[config.mk]
export PLATFORM = sky130hd
export DESIGN_NAME = conv_cntrl_lb_seq
export DESIGN_NICKNAME = d
export VERILOG_FILES = /design/src/rtl/conv_pkg.sv /design/src/rtl/conv_cntrl_lb_seq.sv
export SDC_FILE = /design/constraint.sdc
export NUM_CORES = 1
export LEC_CHECK = 0
export BUFFER_PORTS_ARGS = -buffer_cell sky130_fd_sc_hd__buf_2
export CAP_MARGIN = 10
export CELL_PAD_IN_SITES_DETAIL_PLACEMENT = 0
export CELL_PAD_IN_SITES_GLOBAL_PLACEMENT = 2
export CORE_MARGIN = 2
export CORE_UTILIZATION = 36
export CTS_CLUSTER_DIAMETER = 40
export DETAILED_ROUTE_END_ITERATION = 8
export GPL_TIMING_DRIVEN = 1
export PLACE_DENSITY = 0.75
export SLEW_MARGIN = 20
export SYNTH_ARGS = -nofsm -noshare
export SYNTH_HDL_FRONTEND = slang
export SYNTH_SLANG_ARGS = --single-unit
[constraint.sdc]
create_clock -name clk -period 2.2 [get_ports clk]
set_input_delay 0.11 -clock clk [delete_from_list [all_inputs] [get_ports clk]]
set_output_delay 0.11 -clock clk [all_outputs]
set_load 0.01 [all_outputs]
[src/rtl/conv_pkg.sv]
// Shared sizing for the convolution datapath.
// No logic; constants only.
// Defaults can be overridden per instance.
package conv_pkg;
    localparam int PIXEL_W     = 8;
    localparam int IMAGE_MAX_W = 64;
endpackage

[src/rtl/conv_cntrl_lb_seq.sv]
// Line-buffer input sequencer: drives push/pop, aligns colD with the current pixel, emits {cur, prv} pairs.
// Latency: a pixel pushed on beat j is presented on out_* the cycle after pushed beat j+2.
// Backpressure: out_vld_o & ~out_rdy_i drops in_rdy_o combinationally; no push means pipe and line buffer stall together.
module conv_cntrl_lb_seq #(
    parameter int PIXEL_W     = conv_pkg::PIXEL_W,
    parameter int IMAGE_MAX_W = conv_pkg::IMAGE_MAX_W
) (
    input  logic               clk,
    input  logic               arst_n,
    input  logic               in_vld_i,
    output logic               in_rdy_o,
    input  logic [PIXEL_W-1:0] in_dat_i,
    input  logic               in_sof_i,
    input  logic               in_eol_i,
    output logic               lb_push_o,
    output logic               lb_pop_o,
    output logic [PIXEL_W-1:0] lb_dat_o,
    output logic               lb_sof_o,
    output logic               lb_eol_o,
    input  logic [PIXEL_W-1:0] colD_i,
    output logic               out_vld_o,
    input  logic               out_rdy_i,
    output logic [PIXEL_W-1:0] out_cur_o,
    output logic [PIXEL_W-1:0] out_prv_o,
    output logic               out_prv_vld_o,
    output logic               out_sof_o,
    output logic               out_eol_o,
    output logic               err_o
);

    localparam int COL_W = (IMAGE_MAX_W > 1) ? $clog2(IMAGE_MAX_W) : 1;
    localparam int WID_W = $clog2(IMAGE_MAX_W + 1);
    localparam logic [COL_W-1:0] COL_LAST = COL_W'(IMAGE_MAX_W - 1);

    typedef enum logic [1:0] {
        IDLE = 2'd0,
        ROW0 = 2'd1,
        ROWN = 2'd2
    } state_t;

    typedef struct packed {
        logic sof;
        logic eol;
        logic prv_vld;
    } tag_t;

    state_t             state_q, state_d;
    logic [COL_W-1:0]   col_q, col_d;
    logic [WID_W-1:0]   width_q, width_d;
    logic               err_q, err_d;
    logic               s0_vld_q, s0_vld_d, s1_vld_q, s1_vld_d;
    tag_t               s0_tag_q, s0_tag_d, s1_tag_q, s1_tag_d;
    logic [PIXEL_W-1:0] s0_dat_q, s1_dat_q;
    logic               out_vld_q, out_vld_d;
    tag_t               out_tag_q, out_tag_d;
    logic [PIXEL_W-1:0] out_cur_q, out_prv_q;

    logic               acc, push, pop, eol_eff, at_last, out_load;
    state_t             st_eff;
    logic [COL_W-1:0]   col_eff;
    logic [WID_W-1:0]   col_eff_p1;
    tag_t               beat_tag;

    // A sof beat is treated as column 0 of a fresh first row regardless of where we were.
    assign in_rdy_o   = ~out_vld_q | out_rdy_i;
    assign acc        = in_vld_i & in_rdy_o;
    assign st_eff     = in_sof_i ? ROW0 : state_q;
    assign col_eff    = in_sof_i ? '0 : col_q;
    assign col_eff_p1 = WID_W'(col_eff) + WID_W'(1);
    assign at_last    = (col_eff == COL_LAST);
    assign eol_eff    = in_eol_i | at_last;
    // Beats before the first sof are swallowed: accepted but never reach the line buffer.
    assign push       = acc & (in_sof_i | (state_q != IDLE));
    // No pops until a previous row of this frame exists in the line buffer.
    assign pop        = push & (st_eff == ROWN);
    assign out_load   = push & s1_vld_q;
    assign beat_tag   = {in_sof_i, eol_eff, (st_eff == ROWN)};

    assign lb_push_o  = push;
    assign lb_pop_o   = pop;
    assign lb_dat_o   = in_dat_i;
    assign lb_sof_o   = in_sof_i & acc;
    assign lb_eol_o   = push & eol_eff;

    assign out_vld_o     = out_vld_q;
    assign out_cur_o     = out_cur_q;
    assign out_prv_o     = out_prv_q;
    assign out_prv_vld_o = out_tag_q.prv_vld;
    assign out_sof_o     = out_tag_q.sof;
    assign out_eol_o     = out_tag_q.eol;
    assign err_o         = err_q;

    // Next state: FSM, column/width tracking, error flag, alignment pipe and output handshake.
    always_comb begin
        state_d   = state_q;
        col_d     = col_q;
        width_d   = width_q;
        err_d     = err_q;
        s0_vld_d  = s0_vld_q;
        s1_vld_d  = s1_vld_q;
        s0_tag_d  = s0_tag_q;
        s1_tag_d  = s1_tag_q;
        out_vld_d = out_vld_q;
        out_tag_d = out_tag_q;

        if (out_vld_q & out_rdy_i) begin
            out_vld_d = 1'b0;
        end

        if (acc & ~push) begin
            err_d = 1'b1;
        end

        if (push) begin
            // Clear on sof first so any error detected on the same beat still lands.
            if (in_sof_i) begin
                err_d = 1'b0;
            end
            if ((st_eff == ROW0) && eol_eff) begin
                state_d = ROWN;
                width_d = col_eff_p1;
            end else begin
                state_d = st_eff;
            end
            col_d = eol_eff ? '0 : (col_eff + COL_W'(1));

            if (in_sof_i && (state_q != IDLE) && (col_q != '0)) begin
                err_d = 1'b1;
            end
            if ((st_eff == ROWN) && eol_eff && (col_eff_p1 != width_q)) begin
                err_d = 1'b1;
            end
            if (at_last && ~in_eol_i) begin
                err_d = 1'b1;
            end

            s0_vld_d = 1'b1;
            s0_tag_d = beat_tag;
            s1_vld_d = s0_vld_q;
            s1_tag_d = s0_tag_q;

            if (s1_vld_q) begin
                out_vld_d = 1'b1;
                out_tag_d = s1_tag_q;
            end
        end
    end

    // Control state with asynchronous reset.
    always_ff @(posedge clk or negedge arst_n) begin
        if (!arst_n) begin
            state_q   <= IDLE;
            col_q     <= '0;
            width_q   <= '0;
            err_q     <= 1'b0;
            s0_vld_q  <= 1'b0;
            s1_vld_q  <= 1'b0;
            s0_tag_q  <= '0;
            s1_tag_q  <= '0;
            out_vld_q <= 1'b0;
            out_tag_q <= '0;
        end else begin
            state_q   <= state_d;
            col_q     <= col_d;
            width_q   <= width_d;
            err_q     <= err_d;
            s0_vld_q  <= s0_vld_d;
            s1_vld_q  <= s1_vld_d;
            s0_tag_q  <= s0_tag_d;
            s1_tag_q  <= s1_tag_d;
            out_vld_q <= out_vld_d;
            out_tag_q <= out_tag_d;
        end
    end

    // Pixel data path; qualified by the valids above, so left unreset.
    always_ff @(posedge clk) begin
        if (push) begin
            s0_dat_q <= in_dat_i;
            s1_dat_q <= s0_dat_q;
        end
        if (out_load) begin
            out_cur_q <= s1_dat_q;
            out_prv_q <= colD_i;
        end
    end

endmodule

==> flow_summary.yaml, run 1 <==
critical_path:
  setup.worst_path.end_class: "primary output"
  timing.rr.start: "col_q[0]"
  crit_arrival_ps: 1880
  critPathKind: "reg2out"
  regToRegSetupSlack_ps: 270
  crit_end: "lb_push_o"
  timing.rr.end: "err_o"
  start_kind: "flip-flop"
  crit_start: "out_vld_o"
  cp_max_fo: 26
  reg2reg_depth: 7
  worstPathRequired_ps: 2090
synthesis:
  yosysWarningCount: 0
  async_reset_ff_frac: 0.467
  synth.distinct_cells: 43
  synth_seq_cells: 60
  synth_edf_count: 32
  netlist_area_sq_mm: 0.00257
  synth_ff_type: "edfxtp_1"
  syn_area_per_cell_sq_um: 12.9
  synth_nets: 222
  synth_area_leaders: "edfxtp_1 37%, dfrtp_1 27%, nand2_1 4.1%, buf_4 2.9%, mux2_2 2.2%"
  synth_top_area_share: 0.374
  yosys.area.top_type: "edfxtp_1"
  ys_seq_area_frac: 0.647
  synthCells: 199
detailed_routing:
  final_antenna_net_count: 0
  route.detailed.drc: 0
  viasPerCell: 4.58
  vias: 1713
  avgRoutedWirePerCell_microns: 13.2
  dr.pass1.iters: 4
  drt-total-wl_microns: 4950
  drt-initial-drc-count: 76
cells_and_area:
  layout-drive-gt1-share: 0.338
  insertedDiodeCount: 0
  areaGrowthSynthToFinish_pct: 27.7
  fillCellCount: 669
  nets: 296
sta:
  worst_pin_slew_ps: 651
  fin_crit_sh: 0.903
  setup_tns_ps: 0
  slew_headroom: 0.566
  fmax_ghz: 0.503
  fin_crit_ps: 1990
  hold-worst-slack_ps: 37.9
  maxSlewViolCount: 0
  final-setup-viol-count: 0
  fin_skew_ps: 4.44
  finalHoldViolations: 0
  grt_setup_unrepaired: "false"
min_path:
  holdCritPathClass: "in2reg"
  hold_depth: 3
power:
  ir_worst_vdd_uv: 336
  power_mw: 3.07
  p_per_area_mw_per_mm2: 936
  p_leak_nw: 1.45
placed_design:
  place.gp.congestion: 0.760
  numPortBuffers: 55
  dp_hpwl_microns: 3390
clock_network:
  post_cts_buffers: 0
  cts_inserted_buffers: 9
  clkLatencyLatePin_ps: 330
  root_buffer: "clkbuf_8"
  htree_levels: 3
  clockBufferDepth: 2
  cts_tree: "built"
  cts_sinks: 60
  clk_pin_slew_ps: 70
floorplanning:
  std_cell_rows: 30
  ios: 56
  dieArea_sq_mm: 0.00783
  core_sq_mm: 0.00683
  start_util: 0.376
  die_h_microns: 88.5
  die_width_microns: 88.5
grt:
  antenna_found_initial: 0
  grt_pass1_wl_microns: 8060
  track_usage: 0.140
  grt_pass1_vias: 1646
  globalRouteOverflowTotal: 0
  grt_max_degree: 29
run:
  maxCapViolations: 0
outcome:
  outcome: "finished clean"
worst min path at each step:
stage               startpoint          to  slack, ps
finish               out_rdy_i   out_vld_o         40
global route         out_rdy_i   out_vld_o         40
CTS                  out_rdy_i   out_vld_o         20
detailed placement      arst_n  width_q[3]        180
global placement        arst_n  width_q[3]        180
floorplan               arst_n    col_q[0]       -190
synthesized netlist by cell type, drive strengths merged, types with 2 or more instances:
cell type and number:
nor2 11, mux2i 3, and3 2, a22o 2, nand3 6, dfrtp 28
nor2b 7, o31ai 4, nor3b 2, edfxtp 32, o22ai 3, nor4 2
buf 17, inv 8, xnor2 4, mux2 6, nand2b 2, o21ai 4
a21oi 7, a21o 3, xor2 4, nand2 28
worst max-delay path, cell delays in order, from the launching register on:
cell      delay [ps]
dfrtp_1          400
nand2b_4          80
and2_1           330
o31ai_4          130
inv_1             90
buf_4            310
buf_2            200
layer usage:
metal,vias to the layer above,global-route usage,wire [microns]
met5,-,0,0
met4,0,0.0744,35
met3,5,0.0336,145
met2,32,0.227,2590
met1,839,0.174,2190
li1,837,-,-
cell families (layout without fill, tap and decap cells):
family | Yosys count | after routing | share of synthesized area
flip-flops | 60 | 60 | 0.647
adder cells (fa/ha/maj) | 1 | 1 | 0.00487
XOR/XNOR | 9 | 9 | 0.0365
buffers and inverters | 26 | 105 | 0.0609
AND/OR/NAND/NOR | 66 | 66 | 0.130
AO/OA/AOI/OAI | 28 | 28 | 0.0818
multiplexers | 9 | 9 | 0.0395
cells in the final DEF (no fill, tap or decap), types with 2 or more instances in the layout:
master | synthesis | routed
a21o_1 | 3 | 3
a21oi_1 | 7 | 7
a22o_1 | 2 | 2
and3_1 | 2 | 2
buf_2 | 5 | 55
buf_4 | 10 | 9
clkbuf_8 | 0 | 9
clkinvlp_4 | 0 | 3
dfrtp_1 | 28 | 28
dlygate4sd3_1 | 0 | 17
edfxtp_1 | 32 | 32
inv_1 | 8 | 8
inv_6 | 0 | 2
mux2_2 | 5 | 5
mux2i_1 | 3 | 3
nand2_1 | 28 | 28
nand3_1 | 6 | 6
nor2_1 | 11 | 11
nor2b_1 | 7 | 6
nor4_1 | 2 | 2
o21ai_0 | 3 | 3
o22ai_1 | 3 | 3
o31ai_1 | 3 | 3
xnor2_1 | 4 | 4
xor2_1 | 4 | 4
registers in the layout (all words and copies together), names as in the netlist:
signal and flops:
s0_dat_q 8, s1_vld_q 1, out_eol_o 1, out_prv_o 8, out_sof_o 1, s0_vld_q 1
s1_tag_q 3, s0_tag_q 3, col_q 6, out_vld_o 1, out_cur_o 8, err_o 1
width_q 7, state_q 2, s1_dat_q 8, out_prv_vld_o 1
power breakdown:
part | total [mW] | switching [mW] | internal [mW]
logic | 0.572 | 0.307 | 0.265
registers | 1.51 | 0.107 | 1.40
clock network | 0.987 | 0.460 | 0.528
repair_timing:
item | CTS | global route
endpoints found under the hold margin | 44 | 0
resized for setup | 0 | 2
hold buffers | 17 | 0
setup endpoints to repair | 0 | 1
metrics by stage:
step | utilization | area [sq um] | cells | setup WS [ps]
floorplan | - | 2570 | 199 | 252
global route | 0.480 | 3280 | 374 | 33.5
global placement | 0.425 | 2910 | 341 | 198
detailed placement | 0.425 | 2910 | 341 | 121
finish | 0.480 | 3280 | 374 | 213
CTS | 0.479 | 3270 | 374 | 111
final cells by class:
type,count,area [sq um],share of cell area
flip-flops and latches,60,1660,0.507
multi-input cells,113,756,0.230
inverters,8,30.0,0.00916
clock buffers,9,124,0.0378
repair buffers,81,513,0.156
clock inverters,7,75.1,0.0229
well taps,96,120,0.0366
(Power assumes the default switching activity.)
==> run 2, diff against run 1 <==
--- a/config.mk
+++ b/config.mk
@@ -15,6 +15,7 @@
 export DETAILED_ROUTE_END_ITERATION = 8
 export GPL_TIMING_DRIVEN = 1
 export PLACE_DENSITY = 0.75
+export SETUP_SLACK_MARGIN = 0.4
 export SLEW_MARGIN = 20
 export SYNTH_ARGS = -nofsm -noshare
 export SYNTH_HDL_FRONTEND = slang
==> run 2 against run 1 <==
- count of clock-buffer cells in the layout unchanged
- design area increased by 3.7%
- die area unchanged
- wire length up 3.5%
- maximum frequency rose by 11%
- power rose by 2.0%
==> flow_summary.yaml, run 2 (synthesized netlist as in run 1, its figures left out) <==
sta:
  fin_crit_sh: 0.812
  maxSlewViolCount: 0
  finalHoldViolations: 0
  fin_crit_ps: 1790
  setup_ws_ps: 414
  slew_headroom: 0.563
  grt_setup_unrepaired: "true"
  final-setup-viol-count: 0
  fin_skew_ps: 6.68
  fmax_ghz: 0.560
  setup_tns_ps: 0
  worst_pin_slew_ps: 656
power:
  comb_power_share: 0.204
  ir_worst_vdd_uv: 307
  seqPwrFrac: 0.481
  swShare: 0.286
  intPower_mw: 2.24
  p_per_area_mw_per_mm2: 921
  power_mw: 3.13
  p_leak_nw: 1.49
  p_clk_frac: 0.314
  p_sw_mw: 0.894
detailed_routing:
  route.detailed.drc: 0
  avgRoutedWirePerCell_microns: 13.5
  dr.pass1.iters: 4
  final_antenna_net_count: 0
  vias: 1720
  viasPerCell: 4.53
  drt-initial-drc-count: 64
  drt-total-wl_microns: 5120
floorplanning:
  die_width_microns: 88.5
  dieArea_sq_mm: 0.00783
  core_sq_mm: 0.00683
  std_cell_rows: 30
  start_util: 0.376
  die_h_microns: 88.5
  ios: 56
clock_network:
  clk_pin_slew_ps: 70
  clockBufferDepth: 2
  cts_tree: "built"
  root_buffer: "clkbuf_8"
  htree_levels: 3
  cts_sinks: 60
  clkLatencyLatePin_ps: 340
  cts_inserted_buffers: 9
grt:
  grt_pass1_wl_microns: 8310
  grt_use_met3: 0.0326
  globalRouteOverflowTotal: 0
  grt_max_degree: 29
  use_met2: 0.240
  top_usage_layer: "met2"
  grt_pass1_vias: 1746
  antenna_found_initial: 0
  track_usage: 0.144
  grt_use_met1: 0.172
critical_path:
  cp_cell_sequence: "nor2b_2 -> ha_4 -> buf_4 -> xor2_1 -> o22ai_1 -> o211ai_1 -> nor4_2 -> a21oi_1"
  cpPeakStageDelay_ps: 380
  worstPathRequired_ps: 2420
  start_kind: "flip-flop"
  critPathKind: "reg2reg"
  slowest_stage: "dfrtp_1"
  cp_max_fo: 5
  setup.worst_path.end_class: "flip-flop"
  crit_arrival_ps: 2000
min_path:
  holdCritPathClass: "in2reg"
cells_and_area:
  nets: 302
  layout-drive-gt1-share: 0.377
  stdcell_count: 380
  mostFrequentLayoutCell: "buf_2"
  insertedDiodeCount: 0
  final_cell_mix: "55 x buf_2, 32 x edfxtp_1, 28 x nand2_1"
  fillCellCount: 635
  areaGrowthSynthToFinish_pct: 32.3
placed_design:
  dp_cells: 339
  dp_slack_ps: 126
  place.gp.congestion: 0.819
  dp_hpwl_microns: 3290
  numPortBuffers: 55
run:
  maxCapViolations: 0
outcome:
  outcome: "finished clean"
[run 2: per-layer routing]
layer / vias to the layer above / part of all wire / wire (microns)
met5: - / 0 / 0
met4: 0 / 0.024 / 123
met3: 10 / 0.033 / 170
met2: 34 / 0.50 / 2560
met1: 823 / 0.44 / 2270
li1: 853 / - / -
[run 2: area by class of cell]
class,count,area [sq um],area share
clock buffers,9,124,0.0364
inverters,8,33.8,0.00994
well taps,96,120,0.0353
clock inverters,7,75.1,0.0221
flip-flops and latches,60,1660,0.489
multi-input cells,113,802,0.236
repair buffers,87,582,0.171
[run 2: power by group through the flow]
stage | Clock, mW | Sequential, mW | Combinational (mW)
after floorplan | 0 | 1.56 | 0.324
after global placement | 0 | 1.53 | 0.548
after detailed placement | 0 | 1.54 | 0.550
after CTS | 1.02 | 1.51 | 0.632
after global routing | 1.07 | 1.53 | 0.716
final | 0.984 | 1.51 | 0.640
[run 2: per-stage QoR]
stage          utilization  hold slack [ps]  area, sq um
2_1_floorplan            -             -186         2590
3_3_place_gp         0.426              187         2910
3_5_place_dp         0.426              190         2910
4_1_cts              0.494             29.4         3370
5_1_grt              0.498             32.9         3400
6_report             0.498             44.2         3400
[run 2: worst max-delay path, delay by kind of cell, from the launching register on]
kind,cells,cell delay [ps]
AOI/OAI and AO/OA,3,360
DFF,1,380
buffers and inverters,1,160
and+or+nand+nor,2,440
adders and majority gates,1,180
xor gates and xnor gates,1,160
[run 2: final timing paths]
check / end / slack, ps / start / cells past startpoint
worst max-delay path: err_o / 410 / col_q[1] / 8
worst min-delay path: out_vld_o / 40 / out_rdy_i / 3
worst max register to register: err_o / 410 / col_q[1] / 8
worst min register to register: out_cur_o[3] / 410 / s1_dat_q[3] / 0
max in group asynchronous: col_q[2] / 1380 / arst_n / 2
min in group asynchronous: width_q[3] / 340 / arst_n / 2
[run 2: repair_timing]
| item | 4_1_cts | 5_1_grt |
|---|---|---|
| gates cloned | 0 | 0 |
| pin swaps | 6 | 2 |
| buffers inserted | 8 | 0 |
| endpoints found under the hold margin | 44 | 0 |
| setup endpoints to repair | 27 | 6 |
| gates resized for setup | 4 | 6 |
| hold buffers | 17 | 0 |
==> run 3, diff against run 2 <==
--- a/config.mk
+++ b/config.mk
@@ -5,12 +5,13 @@
 export SDC_FILE = /design/constraint.sdc
 export NUM_CORES = 1
 export LEC_CHECK = 0
+export ABC_AREA = 1
 export BUFFER_PORTS_ARGS = -buffer_cell sky130_fd_sc_hd__buf_2
 export CAP_MARGIN = 10
 export CELL_PAD_IN_SITES_DETAIL_PLACEMENT = 0
 export CELL_PAD_IN_SITES_GLOBAL_PLACEMENT = 2
 export CORE_MARGIN = 2
-export CORE_UTILIZATION = 36
+export CORE_UTILIZATION = 34
 export CTS_CLUSTER_DIAMETER = 40
 export DETAILED_ROUTE_END_ITERATION = 8
 export GPL_TIMING_DRIVEN = 1
==> constraint.sdc (replaced) <==
create_clock -name clk -period 1.7 [get_ports clk]
set_input_delay 0.085 -clock clk [delete_from_list [all_inputs] [get_ports clk]]
set_output_delay 0.085 -clock clk [all_outputs]
set_load 0.01 [all_outputs]
==> run 3 against run 2 <==
- the flow now finishes with violations (setup timing)
- register-to-register slack got worse by 430 ps
- first-iteration DRC count increased by 23%
- worst hold slack improved by 78 ps
- cell count increased by 20%
- clock skew increased by 0.80 ps
- sequential power increased by 33%
- die area increased by 3.7%
- non-clock buffer count increased by 33
==> flow_summary.yaml, run 3 <==
cells_and_area:
  mostFrequentLayoutCell: "buf_2"
  postLayoutCellArea_sq_mm: 0.00403
  areaGrowthSynthToFinish_pct: 59.8
  nets: 375
  layout-drive-gt1-share: 0.524
  final_cell_mix: "51 x buf_2, 41 x nand2_1, 32 x edfxtp_1"
  insertedDiodeCount: 0
  stdcell_count: 456
placed_design:
  place.gp.congestion: 0.749
  dp_hpwl_microns: 3710
  dp_slack_ps: -27.4
  numPortBuffers: 55
  placed_cell_area_sq_mm: 0.00300
  dp_cells: 386
floorplanning:
  core_sq_mm: 0.00721
  dieArea_sq_mm: 0.00812
  die_width_microns: 90.1
  std_cell_rows: 31
  die_h_microns: 90.1
  start_util: 0.349
  ios: 56
synthesis:
  synth_ff_type: "edfxtp_1"
  synth_nets: 252
  ys_seq_area_frac: 0.659
  syn_area_per_cell_sq_um: 11.0
  yosysWarningCount: 0
  yosys.area.top_type: "edfxtp_1"
  synthCells: 229
  synth_edf_count: 32
  synth.distinct_cells: 28
  async_reset_ff_frac: 0.467
  yosys-top-cells-count: "60 x nand2_1, 32 x edfxtp_1, 28 x dfrtp_1"
  synth_top_area_share: 0.381
  synth_area_leaders: "edfxtp_1 38%, dfrtp_1 28%, nand2_1 8.9%, o21ai_2 3.1%, inv_1 3.0%"
  yosys.cell_count.top_type: "nand2_1"
  synth_seq_cells: 60
  netlist_area_sq_mm: 0.00252
min_path:
  holdCritPathClass: "in2reg"
  holdCritStartpoint: "in_eol_i"
power:
  p_leak_nw: 1.80
  p_clk_frac: 0.248
  comb_power_share: 0.320
  intPower_mw: 3.12
  p_sw_mw: 1.52
  ir_worst_vdd_uv: 506
  seqPwrFrac: 0.433
  power_mw: 4.64
  p_per_area_mw_per_mm2: 1150
  swShare: 0.328
detailed_routing:
  drt-total-wl_microns: 6090
  dr.pass1.iters: 4
  final_antenna_net_count: 0
  avgRoutedWirePerCell_microns: 13.4
  route.detailed.drc: 0
  vias: 2013
  drt-initial-drc-count: 79
  viasPerCell: 4.41
sta:
  fin_skew_ps: 7.48
  fmax_ghz: 0.571
  finalHoldViolations: 0
  grt_setup_unrepaired: "true"
  fin_crit_sh: 1.03
  setup_ws_ps: -51.1
  fin_crit_ps: 1750
  slew_headroom: 0.563
  maxSlewViolCount: 0
  final-setup-viol-count: 6
  worst_pin_slew_ps: 656
critical_path:
  critPathKind: "reg2out"
  cp_cell_sequence: "inv_2 -> nor2_4 -> ha_4 -> nand4_4 -> nor3_4 -> nor2_4 -> buf_6 -> nor2_4 -> buf_6"
  reg2reg_depth: 12
  crit_start: "col_q[1]"
  regToRegSetupSlack_ps: -20
  worstPathRequired_ps: 1620
  timing.rr.end: "col_q[1]"
  timing.rr.start: "col_q[1]"
  cp_common_cell: "nor2_4"
  slowest_stage: "dfrtp_1"
  crit_end: "lb_eol_o"
  cp.depth: 9
  crit_family: "simple AND/OR/NAND/NOR gates"
  setup.worst_path.end_class: "primary output"
  start_kind: "flip-flop"
  cp_max_fo: 2
  worst-path-buf-inv: 3
  crit_arrival_ps: 1670
  cpPeakStageDelay_ps: 370
outcome:
  violations: "setup timing"
  outcome: "finished, violations left"
clock_network:
  clockBufferDepth: 2
  htree_levels: 3
  clkLatencyLatePin_ps: 340
  clk_pin_slew_ps: 80
  cts_tree: "built"
  cts_sinks: 60
  cts_inserted_buffers: 9
  root_buffer: "clkbuf_8"
run:
  maxCapViolations: 0
grt:
  track_usage: 0.161
  antenna_found_initial: 0
  grt_pass1_vias: 2082
  grt_pass1_wl_microns: 10200
  grt_max_degree: 29
  globalRouteOverflowTotal: 0
-- run 3: changes by cell type after synthesis, moves of 5 or more --
| cell | before | now |
|---|---|---|
| nand3_1 | 6 | 12 |
| a21oi_1 | 7 | 1 |
| o21ai_2 | 0 | 9 |
| nand2_1 | 28 | 60 |
| mux2_2 | 5 | 0 |
| nor2b_1 | 7 | 0 |
| inv_1 | 8 | 20 |
| nor2_1 | 11 | 19 |
| inv_2 | 0 | 5 |
-- run 3: per-stage QoR --
stage	utilization	hold slack [ps]	setup TNS (ps)
6_report	0.558	123	-91.6
4_1_cts	0.534	117	-709
3_3_place_gp	0.416	159	0
2_1_floorplan	-	-211	0
5_1_grt	0.558	140	-1640
3_5_place_dp	0.416	161	-120
-- run 3: how the worst min path moves through the flow --
stage          cells past startpoint          to
6_report                           4       err_o
4_1_cts                            5   out_vld_o
5_1_grt                            4       err_o
2_1_floorplan                      0    col_q[0]
3_5_place_dp                       1  width_q[5]
3_3_place_gp                       1  width_q[4]
-- run 3: cells by family after synthesis --
kind of cell               after synthesis  synth area share
and+or+nand+nor                        102             0.182
AOI/OAI and AO/OA                       27            0.0735
adders and majority gates                1           0.00496
xor gates and xnor gates                 1           0.00348
DFF                                     60             0.659
buffers and inverters                   38            0.0765
-- run 3: layout make-up --
cell class | instances | area [sq um]
clock inverters | 7 | 52.6
fillers | 625 | 3190
repair inverters | 3 | 31.3
repair buffers | 120 | 996
inverters | 26 | 123
flip-flops and latches | 60 | 1660
clock buffers | 9 | 124
well taps | 99 | 124
multi-input cells | 132 | 915
-- run 3: layer usage --
metal,vias to the layer above,global-route usage,wire (microns)
met1,956,0.204,2730
met4,0,0.0910,124
met5,-,0,0
met3,10,0.0386,243
li1,1001,-,-
met2,46,0.255,2990
-- run 3: power by group through the flow --
stage	Combinational (mW)	Clock, mW	Sequential, mW
after global routing	1.62	1.24	2.04
after detailed placement	0.880	0	2.00
after CTS	1.36	1.18	1.99
after global placement	0.887	0	2.00
after floorplan	0.522	0	2.04
final	1.48	1.15	2.01
-- run 3: worst min-delay path, cell delays in order --
cell and delay, ps:
buf_2 130, nor2_1 60, nor2_1 90, a21oi_1 60
-- run 3: repair_timing --
item	CTS	global route
gates cloned	7	0
setup endpoints to repair	57	61
resized for setup	60	26
hold endpoints to repair	44	0
hold buffers	17	0
buffers inserted	21	9
pin swaps	14	13
